==> src/rtl/face_sweep_sequencer_pkg.sv <==
// Shared primitives for the mesh-intersection pipeline: the face record,
// the sweep sequencer state encoding and the tagged face carried through
// the sequencer's skid buffer.
package face_sweep_sequencer_pkg;

    localparam int MESH_FACE_CNT = 92;
    localparam int FACE_ADDR_W   = $clog2(MESH_FACE_CNT);
    localparam int VERT_W        = 16;

    typedef struct packed {
        logic [VERT_W-1:0] v0;
        logic [VERT_W-1:0] v1;
        logic [VERT_W-1:0] v2;
    } Face_t;

    typedef enum logic [1:0] {SEQ_IDLE, SEQ_SWEEP, SEQ_DRAIN} SweepState_t;

    typedef struct packed {
        Face_t                  face;
        logic [FACE_ADDR_W-1:0] idx;
    } FaceTag_t;

endpackage

==> src/rtl/face_sweep_sequencer_skid_fifo.sv <==
// Two-entry FIFO of tagged faces that absorbs the ROM read latency.
// Flush wins over push so an aborted sweep never leaves a stale entry.
module face_skid_fifo
    import face_sweep_sequencer_pkg::*;
(
    input  logic     i_clk,
    input  logic     i_rst,
    input  logic     i_push,
    input  FaceTag_t i_pushData,
    input  logic     i_pop,
    input  logic     i_flush,
    output FaceTag_t o_headData,
    output logic     o_empty,
    output logic     o_full
);

    FaceTag_t   r_mem [2];
    logic       r_wrPtr;
    logic       r_rdPtr;
    logic [1:0] r_count;
    logic       w_doPush;
    logic       w_doPop;

    assign o_empty    = (r_count == 2'd0);
    assign o_full     = (r_count == 2'd2);
    assign o_headData = r_mem[r_rdPtr];
    assign w_doPush   = i_push && !i_flush;
    assign w_doPop    = i_pop && !o_empty && !i_flush;

    // Pointer and occupancy bookkeeping; simultaneous push and pop keep the count.
    always_ff @(posedge i_clk) begin
        if (i_rst || i_flush) begin
            r_wrPtr <= 1'b0;
            r_rdPtr <= 1'b0;
            r_count <= 2'd0;
        end else begin
            if (w_doPush) begin
                r_wrPtr <= ~r_wrPtr;
            end
            if (w_doPop) begin
                r_rdPtr <= ~r_rdPtr;
            end
            r_count <= r_count + {1'b0, w_doPush} - {1'b0, w_doPop};
        end
    end

    // Storage array; contents are don't-care while the slot is empty.
    always_ff @(posedge i_clk) begin
        if (w_doPush) begin
            r_mem[r_wrPtr] <= i_pushData;
        end
    end

    // Upstream credit limiting must never let a write land on a full buffer.
    always_ff @(posedge i_clk) begin
        if (!i_rst) begin
            assert (!(w_doPush && o_full && !w_doPop));
        end
    end

endmodule

==> src/rtl/face_sweep_sequencer.sv <==
// Sweeps the ObjectMemory address range once per start and streams every
// face downstream on a valid/ready handshake. A credit counter caps the
// faces in flight (ROM pipeline plus skid buffer) at two.
module face_sweep_sequencer
    import face_sweep_sequencer_pkg::*;
#(
    parameter  int FACE_CNT = MESH_FACE_CNT,
    localparam int AW       = $clog2(FACE_CNT)
) (
    input  logic          i_clk,
    input  logic          i_rst,
    input  logic          i_start,
    input  logic          i_abort,
    output logic          o_busy,
    output logic [AW-1:0] o_face_cntr,
    input  Face_t         i_rom_data,
    output logic          o_face_valid,
    input  logic          i_face_ready,
    output Face_t         o_face_data,
    output logic [AW-1:0] o_face_idx,
    output logic          o_face_last,
    output logic          o_done
);

    SweepState_t   r_state;
    SweepState_t   w_stateNext;
    logic [AW-1:0] r_addr;
    logic [AW-1:0] w_addrNext;
    logic [1:0]    r_credits;
    logic [1:0]    w_creditsNext;
    logic          r_inflight;
    logic [AW-1:0] r_inflightIdx;
    logic          r_done;
    logic          w_doneNext;
    logic          w_issue;
    logic          w_hs;
    logic          w_empty;
    logic          w_full;
    FaceTag_t      w_pushTag;
    FaceTag_t      w_headTag;

    assign w_hs             = !w_empty && i_face_ready;
    assign w_pushTag.face   = i_rom_data;
    assign w_pushTag.idx    = FACE_ADDR_W'(r_inflightIdx);

    assign o_busy       = (r_state != SEQ_IDLE);
    assign o_face_cntr  = r_addr;
    assign o_face_valid = !w_empty;
    assign o_face_data  = w_empty ? '0 : w_headTag.face;
    assign o_face_idx   = w_empty ? '0 : AW'(w_headTag.idx);
    assign o_face_last  = !w_empty && (w_headTag.idx == FACE_ADDR_W'(FACE_CNT - 1));
    assign o_done       = r_done;

    face_skid_fifo u_fifo (
        .i_clk      (i_clk),
        .i_rst      (i_rst),
        .i_push     (r_inflight),
        .i_pushData (w_pushTag),
        .i_pop      (w_hs),
        .i_flush    (i_abort),
        .o_headData (w_headTag),
        .o_empty    (w_empty),
        .o_full     (w_full)
    );

    // Next-state, address issue and credit accounting; abort overrides everything.
    always_comb begin
        w_stateNext = r_state;
        w_addrNext  = r_addr;
        w_issue     = 1'b0;
        w_doneNext  = 1'b0;
        case (r_state)
            SEQ_IDLE: begin
                if (i_start && !i_abort) begin
                    w_stateNext = SEQ_SWEEP;
                    w_addrNext  = '0;
                end
            end
            SEQ_SWEEP: begin
                if ((r_credits < 2'd2) || w_hs) begin
                    w_issue = 1'b1;
                    if (r_addr == AW'(FACE_CNT - 1)) begin
                        w_stateNext = SEQ_DRAIN;
                    end else begin
                        w_addrNext = r_addr + 1'b1;
                    end
                end
            end
            SEQ_DRAIN: begin
                if (w_hs && o_face_last) begin
                    w_stateNext = SEQ_IDLE;
                    w_doneNext  = 1'b1;
                end
            end
            default: begin
                w_stateNext = SEQ_IDLE;
            end
        endcase
        w_creditsNext = r_credits + {1'b0, w_issue} - {1'b0, w_hs};
        if (i_abort) begin
            w_stateNext   = SEQ_IDLE;
            w_addrNext    = '0;
            w_issue       = 1'b0;
            w_doneNext    = 1'b0;
            w_creditsNext = 2'd0;
        end
    end

    // State, address, credit and ROM-return tracking registers.
    always_ff @(posedge i_clk) begin
        if (i_rst) begin
            r_state       <= SEQ_IDLE;
            r_addr        <= '0;
            r_credits     <= 2'd0;
            r_inflight    <= 1'b0;
            r_inflightIdx <= '0;
            r_done        <= 1'b0;
        end else begin
            r_state       <= w_stateNext;
            r_addr        <= w_addrNext;
            r_credits     <= w_creditsNext;
            r_inflight    <= w_issue;
            r_inflightIdx <= r_addr;
            r_done        <= w_doneNext;
        end
    end

    // A full skid buffer means both credits are parked in it.
    always_ff @(posedge i_clk) begin
        if (!i_rst) begin
            assert (!w_full || (r_credits == 2'd2));
        end
    end

endmodule

==> config.mk <==
export PLATFORM = sky130hd
export DESIGN_NAME = face_sweep_sequencer
export DESIGN_NICKNAME = d
export VERILOG_FILES = /design/src/rtl/face_sweep_sequencer_pkg.sv /design/src/rtl/face_sweep_sequencer_skid_fifo.sv /design/src/rtl/face_sweep_sequencer.sv
export SDC_FILE = /design/constraint.sdc
export NUM_CORES = 1
export LEC_CHECK = 0
export ABC_AREA = 1
export BUFFER_PORTS_ARGS = -buffer_cell sky130_fd_sc_hd__buf_2
export CAP_MARGIN = 20
export CORE_UTILIZATION = 50
export CTS_CLUSTER_SIZE = 20
export DETAILED_ROUTE_END_ITERATION = 10
export PLACE_DENSITY = 0.75
export SLEW_MARGIN = 0
export SYNTH_ARGS = -nofsm -noshare
export SYNTH_HDL_FRONTEND = slang
export SYNTH_SLANG_ARGS = --single-unit
==> constraint.sdc <==
create_clock -name i_clk -period 4.15 [get_ports i_clk]
set_input_delay 0.2075 -clock i_clk [delete_from_list [all_inputs] [get_ports i_clk]]
set_output_delay 0.2075 -clock i_clk [all_outputs]
set_load 0.005 [all_outputs]
==> key figures, run 1 <==
Run status
  – Status: finished clean

Logic synthesis
  – Number of synthesized flops with an enable pin: 110
  – Cell area after synthesis: 5284 µm²
  – Yosys top cell by area: edfxtp_1
  – Mean Syn Cell Area: 11.44 µm²
  – Async S/R FF share, synth: 0%
  – Synth top area share: ~63%
  – Syn_nets: 520
  – Synth Instances: roughly 460
  – Most area-consuming cells after synthesis: edfxtp_1 (63%), nand2_1 (9.7%), dfxtp_1 (9.5%)
  – Post-synthesis sequential area ratio: a little under three quarters
  – Synth cell types: 26
  – Synth Warn #: 0
  – Synth Register Bits: around 140
  – Ys flop type: edfxtp_1

Detailed routing
  – Pre-antenna DRT Iters: 5
  – WL/cell: 14.81 µm
  – Drt drc: 0
  – Routed Antenna Nets: 0
  – Vias per cell: 5.047
  – Vias after detailed routing: about 4,000
  – DR iter-0 viols: 233
  – Routed WL: 11.59 mm

Power and ir drop
  – Net Sw Power: 0.0005890 W
  – Pleak: around 2.9 nW
  – Sequential fraction of design power: a little under half
  – Pint: about 0.0025 W
  – Power per cell area: roughly 430 nW/µm²
  – Clock power share: between 40% and 50%
  – Comb pwr share: approximately 3.0%
  – Switching share of total power: roughly a fifth
  – IR Drop Worst-Case VDD: 0.3581 mV

CTS
  – Post-CTS Setup Bufs: 0
  – Clock tree from TritonCTS: built
  – Clk sinks: about 140
  – Clk Latency, worst-skew pair: 0.51 ns
  – Clock buffer depth: 2
  – Total number of H-tree levels: 4
  – Root Driver: clkbuf_8
  – TritonCTS buffer count: 17
  – Worst-path clk slew: ~0.060 ns

Worst setup path
  – Worst path buffer plus inverter count: 3
  – Worst setup EP type: primary output
  – Critical path class: reg2out
  – Reg2reg setup slack: 1.89 ns
  – Required time of the critical path: a little under 4 ns
  – Reg2Reg Depth: 9
  – Slowest cell delay on critical path: 0.55 ns
  – Crit path cell chain: buf_4 -> inv_2 -> nand2_1 -> nand3_1 -> nor4_1 -> buf_2
  – Crit path max fanout: 56
  – CP max stage cell: inv_2
  – Crit-path leading delay family: buffers and inverters
  – Worst r2r dst: r_state[1]
  – CP Launch Type: flip-flop
  – Arrival time worst endpoint: 2.79 ns

Finish
  – Layout cells sized above 1: between 20% and 30%
  – Most frequent cells in the layout: nand2_1 (136), buf_2 (118), edfxtp_1 (110)
  – Reg area: 3805 µm²
  – Leading cell type in the layout, fill and taps excluded: nand2_1
  – Nets: a little under 700
  – Area occupied by multi-input gates: about 1300 µm²
  – Layout area overhead: 34.62%
  – Inserted Diodes: 0
  – Fin util: 69.21%
  – Fill count: 744

STA
  – Fin crit period: around 3.0 ns
  – RSZ-0062 raised after global routing: false
  – Max_slew headroom: between 30% and 40%
  – Min Hold Slack: 0.03991 ns
  – Setup TNS: 0 ns
  – Final setup viols: 0
  – Final hold viol count: 0
  – Highest Clock Rate: 333.6 MHz
  – Fin crit share: approximately 72%
  – Least-Margin Pin Slew: 0.9690 ns
  – Final Slew Violations: 0
  – Max Clock Skew: 0.005263 ns

Floorplanning
  – # rows: 37
  – Die height: between 100 and 150 µm
  – Core ar.: slightly above 10,000 µm²
  – Initial Utilization: just over 50%
  – Die W: between 100 and 150 µm
  – Die Area: around 11,000 µm²
  – IO Count: 119

Placed design
  – Buffers on Ports: between 100 and 150
  – DP Wirelength: around 7 mm
  – Routability cong.: 0.7661

Global route
  – Total track usage: 21.73%
  – GRT Residual Overflow: 0
  – Number of global-route vias before repair: about 3,800
  – Largest net degree at the start of global routing: 57
  – Initial antenna violation count: 0
  – Wire length of the first global-routing pass: around 18 mm

Flow run
  – Maxcap violations: 0

Hold path
  – Worst min path class: in2reg
  – Min-delay src: i_face_ready
  – Hold depth: 3
logic make-up (layout without fill, tap and decap cells):
group | after synthesis | after routing | synth area share [%]
compound gates | 77 | 77 | 7.412
xor+xnor | 3 | 3 | 0.4974
fa+ha+maj | 5 | 5 | 1.184
buf+inv | 52 | 237 | 4.002
flops | 135 | 135 | 71.99
simple gates | 190 | 190 | 14.92
routing by layer:
metal	track usage (%)	vias up	part of all wire, %
met3	5.864	23	6.2
met2	37.61	153	51
met5	0	-	0
met1	25.96	1860	41
li1	-	1916	-
met4	8.149	0	2.0
state kept, by name, indices dropped and copies added, names as in the netlist, named ones only:
| name | cells |
|---|---|
| r_state | 2 |
| o_face_cntr | 7 |
| r_inflightIdx | 7 |
| r_inflight | 1 |
| u_fifo.r_rdPtr | 1 |
| u_fifo.r_count | 2 |
| u_fifo.r_mem | 110 |
| o_done | 1 |
| u_fifo.r_wrPtr | 1 |
| r_credits | 2 |
stage by stage:
stage                     area, µm²  std cells  worst slack, ns  total power (W)
after detailed placement       6007        702            1.659         0.001549
after floorplan                5284        462           0.8281         0.001511
after global placement         6007        702            1.679         0.001546
after CTS                      7113        783            1.107         0.003101
final                          7113        783            1.152         0.003084
after global routing           7113        783           0.8861         0.003176
synthesized netlist by cell type (2+ instances only):
cell type    n
dfxtp_1     25
inv_1       28
xor2_1       3
o21ai_1      7
nor2_1      29
nand2_1    136
clkbuf_1     6
a21oi_1     63
nor3b_1      2
buf_2       10
nor2_2       2
nand2_4      3
o21ai_0      5
ha_1         5
nand2_2      4
inv_2        6
nand3_1     10
edfxtp_1   110
worst min-delay path, stage by stage:
cell and delay, ns:
buf_2 0.10, nand2_2 0.11, a21oi_1 0.08
timing repair:
| item | 4_1_cts | 5_1_grt |
|---|---|---|
| hold buffers | 49 | 0 |
| resized for setup | 0 | 0 |
| endpoints found under the hold margin | 103 | 0 |
area by class of cell:
class	count	area share, %
Sequential cell	135	53.49
Multi-Input combinational cell	275	18.05
Timing Repair Buffer	171	15.62
Clock buffer	17	5.822
Clock inverter	15	2.832
Tap cell	136	2.392
Inverter	34	1.794
power by group through the flow:
| stage | registers [W] | clock network (W) | logic (W) |
|---|---|---|---|
| after floorplan | 0.00149 | 0 | 0.0000171 |
| after global placement | 0.00149 | 0 | 0.0000526 |
| after detailed placement | 0.00149 | 0 | 0.0000549 |
| after CTS | 0.00147 | 0.00154 | 0.0000912 |
| after global routing | 0.00146 | 0.00161 | 0.0000997 |
| final | 0.00147 | 0.00153 | 0.0000922 |
worst max path at each step:
stage / startpoint / endpoint / slack (ns) / cells past startpoint
after CTS: flip-flop / o_face_last / 1.11 / 6
after detailed placement: flip-flop / o_face_last / 1.66 / 6
after global placement: flip-flop / o_face_last / 1.68 / 7
after global routing: flip-flop / o_face_last / 0.89 / 7
after floorplan: r_inflight / u_fifo.r_mem[1][0] / 0.83 / 4
final: flip-flop / o_face_last / 1.15 / 6
Power figures use the tool's default switching activity.
==> run 2: changes to the inputs <==
--- a/config.mk
+++ b/config.mk
@@ -5,7 +5,7 @@
 export SDC_FILE = /design/constraint.sdc
 export NUM_CORES = 1
 export LEC_CHECK = 0
-export ABC_AREA = 1
+export ABC_AREA = 0
 export BUFFER_PORTS_ARGS = -buffer_cell sky130_fd_sc_hd__buf_2
 export CAP_MARGIN = 20
 export CORE_UTILIZATION = 50
==> constraint.sdc (replaced) <==
create_clock -name i_clk -period 3.04 [get_ports i_clk]
set_input_delay 0.152 -clock i_clk [delete_from_list [all_inputs] [get_ports i_clk]]
set_output_delay 0.152 -clock i_clk [all_outputs]
set_load 0.005 [all_outputs]
==> key figures, run 2 <==
Worst setup path
  – Crit path max fanout: 59 (+5.4%)
  – Critical path class: reg2out
  – Worst setup EP type: primary output
  – CP max stage cell: dfxtp_4
  – Required time of the critical path: 2.89 ns (-1.05 ns)
  – CP Launch Type: flip-flop
  – Crit path cell chain: mux2_1 -> nand2_1 -> a211oi_1 -> buf_2
  – Arrival time worst endpoint: 2.37 ns (-0.42 ns)
  – Slowest cell delay on critical path: 0.98 ns (+0.43 ns)

Finish
  – Leading cell type in the layout, fill and taps excluded: buf_2
  – Final non-filler cell total: 684 (-13%)
  – Most frequent cells in the layout: buf_2 (118), edfxtp_1 (110), nor2_1 (67)
  – Area occupied by multi-input gates: 1399 µm² (+9.0%)
  – Nets: 593 (-14%)
  – Layout cells sized above 1: 29.74% (+2.7 points)
  – Fill count: 693 (-6.9%)
  – Max reg flops: 110 (unchanged)
  – Reg area: 3807 µm² (about the same)
  – Fin area: 7164 µm² (+0.72%)
  – Layout area overhead: 35.33%
  – Reg with most FFs: u_fifo.r_mem
  – Inserted Diodes: 0 (unchanged)

Run status
  – Status: finished clean

STA
  – Max Clock Skew: 0.007493 ns (+0.002230 ns)
  – Final hold viol count: 0 (unchanged)
  – Final Slew Violations: 0 (unchanged)
  – Highest Clock Rate: between 300 and 400 MHz
  – Max_slew headroom: 33.81% (-1.6 points)
  – Setup TNS: 0 ns (unchanged)
  – Fin crit share: between 80% and 90%
  – Final setup viols: 0 (unchanged)
  – Least-Margin Pin Slew: 0.9928 ns (+0.02385 ns)
  – RSZ-0062 raised after global routing: false
  – Fin crit period: 2.519 ns

Logic synthesis
  – Synth cell types: 41 (+58%)
  – Yosys top cell by area: edfxtp_1
  – Cell area after synthesis: 5294 µm² (+0.19%)
  – Synth Warn #: 0 (unchanged)
  – Synth top area share: 62.40% (-0.12 points)
  – Most area-consuming cells after synthesis: edfxtp_1 (62%), mux2i_1 (11%), dfxtp_1 (9.5%)
  – Count leader, synth: edfxtp_1
  – Synth top cells by count: edfxtp_1 (110), nor2_1 (67), mux2i_1 (59)
  – Synth Register Bits: 135 (unchanged)
  – Mean Syn Cell Area: 14.79 µm² (+29%)
  – Syn_nets: 416 (-20%)
  – Ys flop type: edfxtp_1
  – Synth Instances: 358 (-23%)
  – Number of synthesized flops with an enable pin: 110 (unchanged)
  – Post-synthesis sequential area ratio: 71.85% (-0.14 points)
  – Async S/R FF share, synth: 0% (unchanged)

Global route
  – Initial antenna violation count: 0 (unchanged)
  – Total track usage: 19.63% (-2.1 points)
  – Largest net degree at the start of global routing: 60 (+5.3%)
  – GRT Residual Overflow: 0 (unchanged)
  – Number of global-route vias before repair: 3,441 (-8.8%)
  – Wire length of the first global-routing pass: 16.33 mm (-10%)

Placed design
  – DP Area: 6047 µm² (+0.67%)
  – DP Wirelength: 6.256 mm (-8.6%)
  – Routability cong.: 0.8306 (+8.4%)
  – Dpl cells: 602 (-14%)
  – Buffers on Ports: 118 (unchanged)

Detailed routing
  – Pre-antenna DRT Iters: 4 (-1)
  – Routed WL: 10.50 mm (-9.4%)
  – DR iter-0 viols: 238 (+2.1%)
  – Vias after detailed routing: 3,492 (-12%)
  – WL/cell: 15.35 µm (+3.7%)
  – Drt drc: 0 (unchanged)
  – Routed Antenna Nets: 0 (unchanged)
  – Vias per cell: 5.105 (+1.1%)

CTS
  – Clock buffer depth: 2 (unchanged)
  – PostCTS Resize Cnt: 0 (unchanged)
  – Total number of H-tree levels: 4 (unchanged)
  – Clk Latency, worst-skew pair: 0.51 ns (about the same)
  – TritonCTS buffer count: 17 (unchanged)
  – Post-CTS Setup Bufs: 0 (unchanged)
  – Worst-path clk slew: 0.06 ns (about the same)
  – Clock tree from TritonCTS: built
  – Root Driver: clkbuf_8
  – Clk sinks: 135 (unchanged)

Power and ir drop
  – Power per cell area: 588.0 nW/µm² (+36%)
  – Power Total: 0.004213 W (+37%)
  – Switching share of total power: 19.02% (-0.080 points)
  – Pleak: 2.702 nW (-8.2%)
  – Net Sw Power: 0.0008012 W (+36%)
  – IR Drop Worst-Case VDD: 0.4409 mV (+23%)
  – Clock power share: 49.5% (about the same)
  – Sequential fraction of design power: 47.5% (about the same)
  – Comb pwr share: 3.0% (about the same)
  – Pint: 0.003412 W (+37%)

Floorplanning
  – Die height: 104.9 µm (about the same)
  – Initial Utilization: 51.51% (+0.097 points)
  – IO Count: 119 (unchanged)
  – Core ar.: 10,280 µm² (unchanged)
  – Die W: 104.9 µm (about the same)
  – # rows: 37 (unchanged)
  – Die Area: 11,000 µm² (+0.18%)

Hold path
  – Min-delay src: i_abort
  – Worst min path class: in2reg

Flow run
  – Maxcap violations: 0 (unchanged)
## run 2: changes by cell type in the layout (fill, tap and decap cells not counted), sizes merged, moves of 9 or more
| cell | previous run | this run |
|---|---|---|
| nand2 | 143 | 13 |
| a21oi | 64 | 3 |
| mux2i | 0 | 59 |
| nor2 | 32 | 68 |
| inv | 37 | 12 |
| o21ai | 12 | 1 |
| nor2b | 0 | 10 |
| nand3 | 11 | 2 |
## run 2: layout make-up
class / count / area share, %
Multi-Input combinational cell: 199 / 19.52
Inverter: 10 / 0.5239
Sequential cell: 135 / 53.14
Timing Repair Buffer: 172 / 15.82
Clock buffer: 18 / 5.833
Tap cell: 136 / 2.375
Clock inverter: 14 / 2.777
## run 2: path summary, 6_finish.rpt
kind	slack, ns	endpoint	cells past startpoint
worst max register to register	0.92	r_state[1]	4
worst min register to register	0.42	u_fifo.r_mem[1][1]	0
worst min-delay path	0.08	r_state[1]	4
worst max-delay path	0.52	o_face_last	4
## run 2: worst max-delay path, delay by kind of cell, from the launching register on
family	cells	cell delay, ns
flip-flops	1	0.98
multiplexers	1	0.25
buffers and inverters	1	0.19
AO/OA/AOI/OAI	1	0.29
AND/OR/NAND/NOR	1	0.09
## run 2: through the flow
step | util, % | hold WS [ns] | setup WS, ns
floorplan | - | 0.2187 | 0.6284
global placement | 58.84 | 0.3415 | 0.9942
detailed placement | 58.84 | 0.3463 | 0.9161
CTS | 69.71 | 0.05192 | 0.5156
global route | 69.71 | 0.1024 | 0.3499
finish | 69.71 | 0.07888 | 0.5209
## run 2: metal layers
| metal | global-route usage (%) | share of wire, % | up-vias |
|---|---|---|---|
| li1 | - | - | 1650 |
| met1 | 24.24 | 43 | 1686 |
| met2 | 32.97 | 49 | 135 |
| met3 | 5.677 | 6.4 | 21 |
| met4 | 6.942 | 1.9 | 0 |
| met5 | 0 | 0 | - |
## run 2: kinds of logic (layout without fill, tap and decap cells)
family / Yosys count / count (layout) / share of synthesized area (%)
AOI/OAI and AO/OA: 15 / 15 / 2.718
and+or+nand+nor: 113 / 113 / 9.998
DFF: 135 / 135 / 71.85
buffers and inverters: 24 / 214 / 1.891
adders and majority gates: 5 / 5 / 1.182
muxes: 60 / 60 / 11.37
xor gates and xnor gates: 6 / 6 / 0.9927
## run 2: power groups by stage
| stage | sequential [W] | combinational (W) | clock [W] |
|---|---|---|---|
| global route | 0.00200 | 0.000137 | 0.00219 |
| CTS | 0.00200 | 0.000125 | 0.00211 |
| global placement | 0.00204 | 0.0000712 | 0 |
| floorplan | 0.00204 | 0.0000224 | 0 |
| finish | 0.00200 | 0.000127 | 0.00209 |
| detailed placement | 0.00204 | 0.0000745 | 0 |
## run 2: timing repair
action,in CTS,in global routing
setup endpoints to repair,0,0
hold endpoints to repair,104,0
hold buffers,50,0
